==> config.mk <==
export PLATFORM = sky130hd
export DESIGN_NAME = imm_decode_pipe
export DESIGN_NICKNAME = d
export VERILOG_FILES = /design/src/rtl/imm_decode_pipe.sv
export SDC_FILE = /design/constraint.sdc
export NUM_CORES = 1
export LEC_CHECK = 0
export BUFFER_PORTS_ARGS = -buffer_cell sky130_fd_sc_hd__buf_2
export CORE_ASPECT_RATIO = 2
export CORE_MARGIN = 5
export CORE_UTILIZATION = 56
export CTS_BUF_LIST = sky130_fd_sc_hd__clkbuf_8
export CTS_CLUSTER_DIAMETER = 80
export CTS_CLUSTER_SIZE = 10
export DETAILED_ROUTE_END_ITERATION = 7
export GPL_TIMING_DRIVEN = 0
export HOLD_SLACK_MARGIN = 0.06
export PLACE_DENSITY = 0.82
export SYNTH_ARGS = -nofsm -noshare
export SYNTH_HDL_FRONTEND = slang
export SYNTH_SLANG_ARGS = --single-unit
==> constraint.sdc <==
create_clock -name clk -period 2.7 [get_ports clk]
set_clock_uncertainty 0.15 [all_clocks]
set_input_delay 0.27 -clock clk [delete_from_list [all_inputs] [get_ports clk]]
set_output_delay 0.27 -clock clk [all_outputs]
set_load 0.05 [all_outputs]
==> src/rtl/imm_decode_pipe.sv <==
// Registered RV32I/RV64I immediate generator with opcode classification.
// Output register plus one skid entry keeps a full beat per cycle under stall.
module imm_decode_pipe #(
    parameter int XLEN  = 32,
    parameter int TAG_W = 8,
    parameter int CNT_W = 16
) (
    input  logic             clk,
    input  logic             rst_n,
    input  logic             in_valid,
    output logic             in_ready,
    input  logic [31:0]      in_instr,
    input  logic [TAG_W-1:0] in_tag,
    output logic             out_valid,
    input  logic             out_ready,
    output logic [XLEN-1:0]  out_imm,
    output logic [2:0]       out_fmt,
    output logic             out_illegal,
    output logic [TAG_W-1:0] out_tag,
    input  logic             cnt_clr,
    output logic [CNT_W-1:0] illegal_cnt
);

    localparam bit RV64 = (XLEN == 64);

    localparam logic [2:0] F_R   = 3'd0;
    localparam logic [2:0] F_I   = 3'd1;
    localparam logic [2:0] F_S   = 3'd2;
    localparam logic [2:0] F_B   = 3'd3;
    localparam logic [2:0] F_U   = 3'd4;
    localparam logic [2:0] F_J   = 3'd5;
    localparam logic [2:0] F_SH  = 3'd6;
    localparam logic [2:0] F_ILL = 3'd7;

    localparam logic [6:0] OP_LOAD   = 7'b0000011;
    localparam logic [6:0] OP_JALR   = 7'b1100111;
    localparam logic [6:0] OP_OPIMM  = 7'b0010011;
    localparam logic [6:0] OP_OPIM32 = 7'b0011011;
    localparam logic [6:0] OP_STORE  = 7'b0100011;
    localparam logic [6:0] OP_BRANCH = 7'b1100011;
    localparam logic [6:0] OP_LUI    = 7'b0110111;
    localparam logic [6:0] OP_AUIPC  = 7'b0010111;
    localparam logic [6:0] OP_JAL    = 7'b1101111;
    localparam logic [6:0] OP_OP     = 7'b0110011;
    localparam logic [6:0] OP_OP32   = 7'b0111011;

    typedef struct packed {
        logic [XLEN-1:0]  imm;
        logic [2:0]       fmt;
        logic [TAG_W-1:0] tag;
    } beat_t;

    logic [6:0] op;
    logic [2:0] f3;
    logic       sh;
    logic       is_i, is_opi, is_opi32, is_s, is_b, is_u, is_j, is_r;

    assign op = in_instr[6:0];
    assign f3 = in_instr[14:12];
    assign sh = (f3 == 3'b001) || (f3 == 3'b101);

    assign is_i     = (op == OP_LOAD) || (op == OP_JALR);
    assign is_opi   = (op == OP_OPIMM);
    assign is_opi32 = RV64 && (op == OP_OPIM32);
    assign is_s     = (op == OP_STORE);
    assign is_b     = (op == OP_BRANCH);
    assign is_u     = (op == OP_LUI) || (op == OP_AUIPC);
    assign is_j     = (op == OP_JAL);
    assign is_r     = (op == OP_OP) || (RV64 && (op == OP_OP32));

    logic [11:0] raw_i, raw_s;
    logic [12:0] raw_b;
    logic [31:0] raw_u;
    logic [20:0] raw_j;

    assign raw_i = in_instr[31:20];
    assign raw_s = {in_instr[31:25], in_instr[11:7]};
    assign raw_b = {in_instr[31], in_instr[7], in_instr[30:25],
                    in_instr[11:8], 1'b0};
    assign raw_u = {in_instr[31:12], 12'b0};
    assign raw_j = {in_instr[31], in_instr[19:12], in_instr[20],
                    in_instr[30:21], 1'b0};

    logic [XLEN-1:0] imm_i, shamt;
    logic [XLEN-1:0] dec_imm;
    logic [2:0]      dec_fmt;

    assign imm_i = XLEN'($signed(raw_i));
    assign shamt = RV64 ? XLEN'(in_instr[25:20]) : XLEN'(in_instr[24:20]);

    // Any encoding not claimed below falls through as ILLEGAL with imm=0.
    always_comb begin
        dec_imm = '0;
        dec_fmt = F_ILL;
        unique case (1'b1)
            is_i: begin
                dec_imm = imm_i;
                dec_fmt = F_I;
            end
            is_opi: begin
                if (!sh) begin
                    dec_imm = imm_i;
                    dec_fmt = F_I;
                end else if (RV64 || !in_instr[25]) begin
                    dec_imm = shamt;
                    dec_fmt = F_SH;
                end
            end
            is_opi32: begin
                if (!sh) begin
                    dec_imm = imm_i;
                    dec_fmt = F_I;
                end else if (!in_instr[25]) begin
                    dec_imm = XLEN'(in_instr[24:20]);
                    dec_fmt = F_SH;
                end
            end
            is_s: begin
                dec_imm = XLEN'($signed(raw_s));
                dec_fmt = F_S;
            end
            is_b: begin
                dec_imm = XLEN'($signed(raw_b));
                dec_fmt = F_B;
            end
            is_u: begin
                dec_imm = XLEN'($signed(raw_u));
                dec_fmt = F_U;
            end
            is_j: begin
                dec_imm = XLEN'($signed(raw_j));
                dec_fmt = F_J;
            end
            is_r: begin
                dec_fmt = F_R;
            end
            default: ;
        endcase
    end

    beat_t new_beat, out_q, skid_q;
    logic  out_full, skid_full;
    logic  accept, drain;

    assign new_beat = '{imm: dec_imm, fmt: dec_fmt, tag: in_tag};
    assign in_ready = !skid_full;
    assign accept   = in_valid && in_ready;
    assign drain    = out_full && out_ready;

    always_ff @(posedge clk or negedge rst_n) begin
        if (!rst_n) begin
            out_q     <= '0;
            skid_q    <= '0;
            out_full  <= 1'b0;
            skid_full <= 1'b0;
        end else if (skid_full) begin
            if (drain) begin
                out_q     <= skid_q;
                skid_full <= 1'b0;
            end
        end else if (accept) begin
            if (!out_full || out_ready) begin
                out_q    <= new_beat;
                out_full <= 1'b1;
            end else begin
                skid_q    <= new_beat;
                skid_full <= 1'b1;
            end
        end else if (drain) begin
            out_full <= 1'b0;
        end
    end

    // Counted at accept time so stalls downstream do not delay the count.
    always_ff @(posedge clk or negedge rst_n) begin
        if (!rst_n) begin
            illegal_cnt <= '0;
        end else if (cnt_clr) begin
            illegal_cnt <= '0;
        end else if (accept && (dec_fmt == F_ILL) && !(&illegal_cnt)) begin
            illegal_cnt <= illegal_cnt + CNT_W'(1);
        end
    end

    assign out_valid   = out_full;
    assign out_imm     = out_q.imm;
    assign out_fmt     = out_q.fmt;
    assign out_illegal = (out_q.fmt == F_ILL);
    assign out_tag     = out_q.tag;

endmodule
Word-level counts from Yosys, hierarchy flattened. Index checks and enable logic that the tools add are counted.

Bits of input ports: 45. Register bits after elaboration: 104.

$add $sub $neg: 1. Equality and inequality tests: 15. Reduce and logical (&&, ||, !) cells: 19. Muxes and demuxes: 19. Bitwise logic cells: 2.

Operator list (count): $pmux W32 S6 (1); $mux W43 (4); $mux W16 (2); $mux W32 (1); $eq A7 B6 Y1 const B (3); $eq A7 B7 Y1 const B (3); $pmux W3 S7 (1); $add A16 B1 Y16 const B (1); $reduce_and A16 Y1 (1); $eq A7 B5 Y1 const B (2); $eq A3 B3 Y1 const B (3); $reduce_and A3 Y1 (3); $mux W1 (8); $reduce_bool A2 Y1 (4); $eq A7 B2 Y1 const B (1); $mux W5 (1); $logic_and A1 B1 Y1 (4); $logic_or A1 B1 Y1 (4); $ne A2 B1 Y1 const B (2); $eq A3 B1 Y1 const B (1); $logic_not A1 Y1 (3); $mux W3 (1); $not A1 Y1 (2).

Depth between registers and ports, before layout.
Depth after elaboration: 9. Gate-level depth with buffers: 8. Mapped depth without buffers: 5.

Least setup slack after synthesis. OpenSTA, ideal clock, no wires.

Path type: register to register. Start: register illegal_cnt[0]. End: register illegal_cnt[13]. Period minus slack after synthesis: 2.392 ns. Stages on the path, launching flop included: 8. Arrival time: 2.164 ns. Setup slack: 0.308 ns. Buffers on the path: 2. Library setup time: 0.078 ns. Cells stage by stage: dfrtp_1 > ha_1 > and4_4 > buf_6 > a31o_4 > buf_6 > or4_1 > a21oi_1.

Cells in the longest elaborated chain, start to end: 4. Elaborated cells on any way between the ends: 7.

RTL lines: from (decl) (line 21) `output logic [CNT_W-1:0] illegal_cnt`; from (signal assigned) (line 181) `illegal_cnt <= illegal_cnt + CNT_W'(1);`; branches (longest 4 deep; another with $add A16 B1 Y16).

Several ways; the timed one is not identified. The select of a mux whose other input is x is not followed. A chain may end at the register's enable or synchronous reset.

Worst setup path in the final report.
Start: register skid_full. End: register out_q (netlist bit out_imm[17]).

Cells in the longest elaborated chain, start to end: 4. Elaborated cells on any way between the ends: 7.

RTL lines: from (decl) (line 142) `logic out_full, skid_full;`; from (signal assigned) (line 155) `skid_full <= 1'b0;`; from (signal assigned) (line 159) `skid_full <= 1'b0;`; from (signal assigned) (line 167) `skid_full <= 1'b1;`; $logic_not A1 Y1 (line 146) `assign in_ready = !skid_full;`; $logic_and A1 B1 Y1 (line 147) `assign accept = in_valid && in_ready;`; $reduce_bool A2 Y1 (no source line); $reduce_and A3 Y1 (no source line); to (signal assigned) (line 158) `out_q <= skid_q;`; to (signal assigned) (line 163) `out_q <= new_beat;`; to (decl) (line 141) `beat_t new_beat, out_q, skid_q;`.

Parallel ways exist; a longest one is shown, timed or not.

==> impl_metrics.json <==
{
  "placed_area_mm2": 0.00564,
  "viasPerCell": 6.08,
  "synth_edf_count": 0,
  "die_w_um": 76.6,
  "ys_top_cells_by_area": "dfrtp_1 (52%), a21oi_1 (7.4%), nand2_1 (6.3%)",
  "cts_sinks": 104,
  "rsz0062_at_grt": "no",
  "syn-num-nets": 591,
  "io_buffers": 104,
  "fin_total_pwr_mw": 6.59,
  "yosysTopAreaCell": "dfrtp_1",
  "timing.final.crit_share_pct": 95.0,
  "cp-start-kind": "flop",
  "grt_pass1_wl_mm": 23.9,
  "place_congestion": 0.968,
  "tightest_slew_ps": 686,
  "status": "complete, no violations",
  "areaGrowthSynthToFinish_pct": 23.0,
  "drt-initial-drc-count": 481,
  "dieArea_mm2": 0.0110,
  "synth_cells": 545,
  "arrival_ps": 2640,
  "syn_avg_cell_area_um2": 9.11,
  "grt_max_degree": 55,
  "cts-root-buf": "clkbuf_8",
  "p_leak_nw": 2.78,
  "overflow": 0,
  "netlist_area_mm2": 0.00497,
  "ys_warn_count": 0,
  "ys_ff_latch": 104,
  "grt.total_usage_pct": 27.1,
  "mostFrequentLayoutCells": "buf_2 (110), dfrtp_1 (104), nand2_1 (83), a21oi_1 (73), o21ai_0 (61)",
  "drt-total-wl_mm": 14.5,
  "critPathMaxStageDelay_ps": 570,
  "tritoncts.num_buffers": 9,
  "slew_violations": 0,
  "io_pins": 107,
  "coreArea_mm2": 0.00865,
  "dpl.hpwl_mm": 10.6,
  "vdd_drop_max_uv": 591,
  "drc": 0,
  "vias": 4818,
  "crit_buf_inv": 1,
  "finalHoldViolCount": 0,
  "timing.final.ws_setup_ps": 136,
  "p_per_area_mw_per_mm2": 1080,
  "setup-tns-final_ps": 0,
  "fp-row-count": 48,
  "pre_cts_ws_ps": 163,
  "async_reset_ff_share_pct": 100,
  "hold_path_class": "in2reg",
  "fin_crit_ps": 2560,
  "end_kind": "flop",
  "setup_viol": 0,
  "final_area_mm2": 0.00611,
  "cp_max_fo": 10,
  "drtPass1Iterations": 5,
  "cts_setup_buffers": 0,
  "grt_pass1_vias": 4826,
  "yosysSeqAreaShare_pct": 52.4,
  "yosysTopAreaCellShare_pct": 52.4,
  "drv_cap": 0,
  "ctsHtreeMaxLevel": 3,
  "path_class": "reg2reg",
  "diodes": 0,
  "fmax_mhz": 390,
  "synth-main-ff-cell": "dfrtp_1",
  "cpLargestDelayFamily": "simple AND/OR/NAND/NOR gates",
  "path_cells": "clkbuf_1, nand2b_1, a21oi_2, nand2_1, nor2_1, a21oi_1",
  "tritoncts": "done",
  "worst_ep_required_time_ps": 2770,
  "final_common_cell": "buf_2",
  "initial_core_util_pct": 57.4,
  "max-clock-path-buffers": 2,
  "die_height_um": 143,
  "clkTransAtPathRegs_ps": 90,
  "maxSlewHeadroom_pct": 54.1,
  "synth_cell_types": 48,
  "wl_per_cell_um": 18.4,
  "clock_latency_ps": 380,
  "antenna_found_initial": 0,
  "crit_slowest_cell": "nor2_1",
  "antenna_left": 0,
  "nets": 735,
  "final_layout_size_suffix_gt1_share_pct": 19.7
}
metal layers:
layer  track usage [%]  routed length, um  share of wire (%)
met1              31.1               5480                 38
met2              48.2               7720                 53
met3              4.99                816                5.6
met4              12.6                529                3.6
met5                 0                  0                  0
cells by family after synthesis:
kind of cell | Yosys count | share of synthesized area, %
buffers and inverters | 42 | 3.65
adders and majority gates | 1 | 0.252
AOI/OAI and AO/OA | 174 | 20.0
and+or+nand+nor | 214 | 21.7
muxes | 10 | 2.07
DFF | 104 | 52.4
flip-flops by register name, summed over array words and instances, names as in the netlist:
register     count
out_valid        1
skid_q          43
out_imm         32
out_fmt          3
illegal_cnt     16
skid_full        1
out_tag          8
layout make-up:
type,instances,area [um^2]
Sequential cell,104,2600
Fill cell,707,2540
Multi-Input combinational cell,399,2180
Timing Repair Buffer,133,831
Buffer,36,159
Clock buffer,10,138
Tap cell,100,125
Clock inverter,4,47.5
Inverter,6,22.5
path summary, 6_finish.rpt:
path                                        start  slack [ps]                      end  cells after the start
min in group asynchronous                   rst_n         310   out_tag[6]$_DFFE_PN0P_                      2
max in group asynchronous                   rst_n        1390  out_imm[30]$_DFFE_PN0P_                      3
hold reg to reg            skid_q[17]$_DFFE_PN0P_         330   skid_q[17]$_DFFE_PN0P_                      2
setup / recovery              skid_full$_DFF_PN0_         140  out_imm[17]$_DFFE_PN0P_                      6
hold / removal                           in_valid          70    out_valid$_DFFE_PN0P_                      3
setup reg to reg              skid_full$_DFF_PN0_         140  out_imm[17]$_DFFE_PN0P_                      6
Yosys cell counts (2+ instances only):
cell and instances:
and4_1 3, or3_1 22, inv_1 5, a41oi_1 2
o211ai_1 4, and2_1 6, or4_1 12, buf_2 7
nor2b_1 5, o22ai_1 3, o31ai_1 12, nand4_1 4
clkbuf_1 26, nand2_1 83, dfrtp_1 104, nand3b_1 2
buf_6 2, o311ai_0 4, a31oi_1 5, nor2_1 33
mux2i_1 8, and3_1 11, o21ai_0 61, nand2b_1 6
mux2_2 2, a21o_1 2, a21oi_1 73, nor3_1 7
nor3b_1 2, nand3_1 11
worst min-delay path, stage by stage:
cell,delay (ps)
buf_2,110
nand2b_1,110
nand2_1,70
power breakdown:
group          internal, mW  leakage (nW)  switching [mW]
Clock                 0.441        0.0994           0.523
Combinational         0.847          1.38            2.34
Sequential             2.13          1.30           0.303
through the flow:
stage,hold slack (ps),cells,utilization (%)
detailed placement,200,750,65.2
finish,74.5,792,70.6
floorplan,-176,545,-
global route,75.6,792,70.6
CTS,65.5,792,70.6
global placement,304,749,64.9
timing repair:
action | in CTS | in global routing
resized for setup | 0 | 0
hold buffers | 28 | 0
hold endpoints to repair | 105 | 0
endpoints found under the setup margin | 0 | 0
Note: power is estimated with default switching activity, not from simulation.
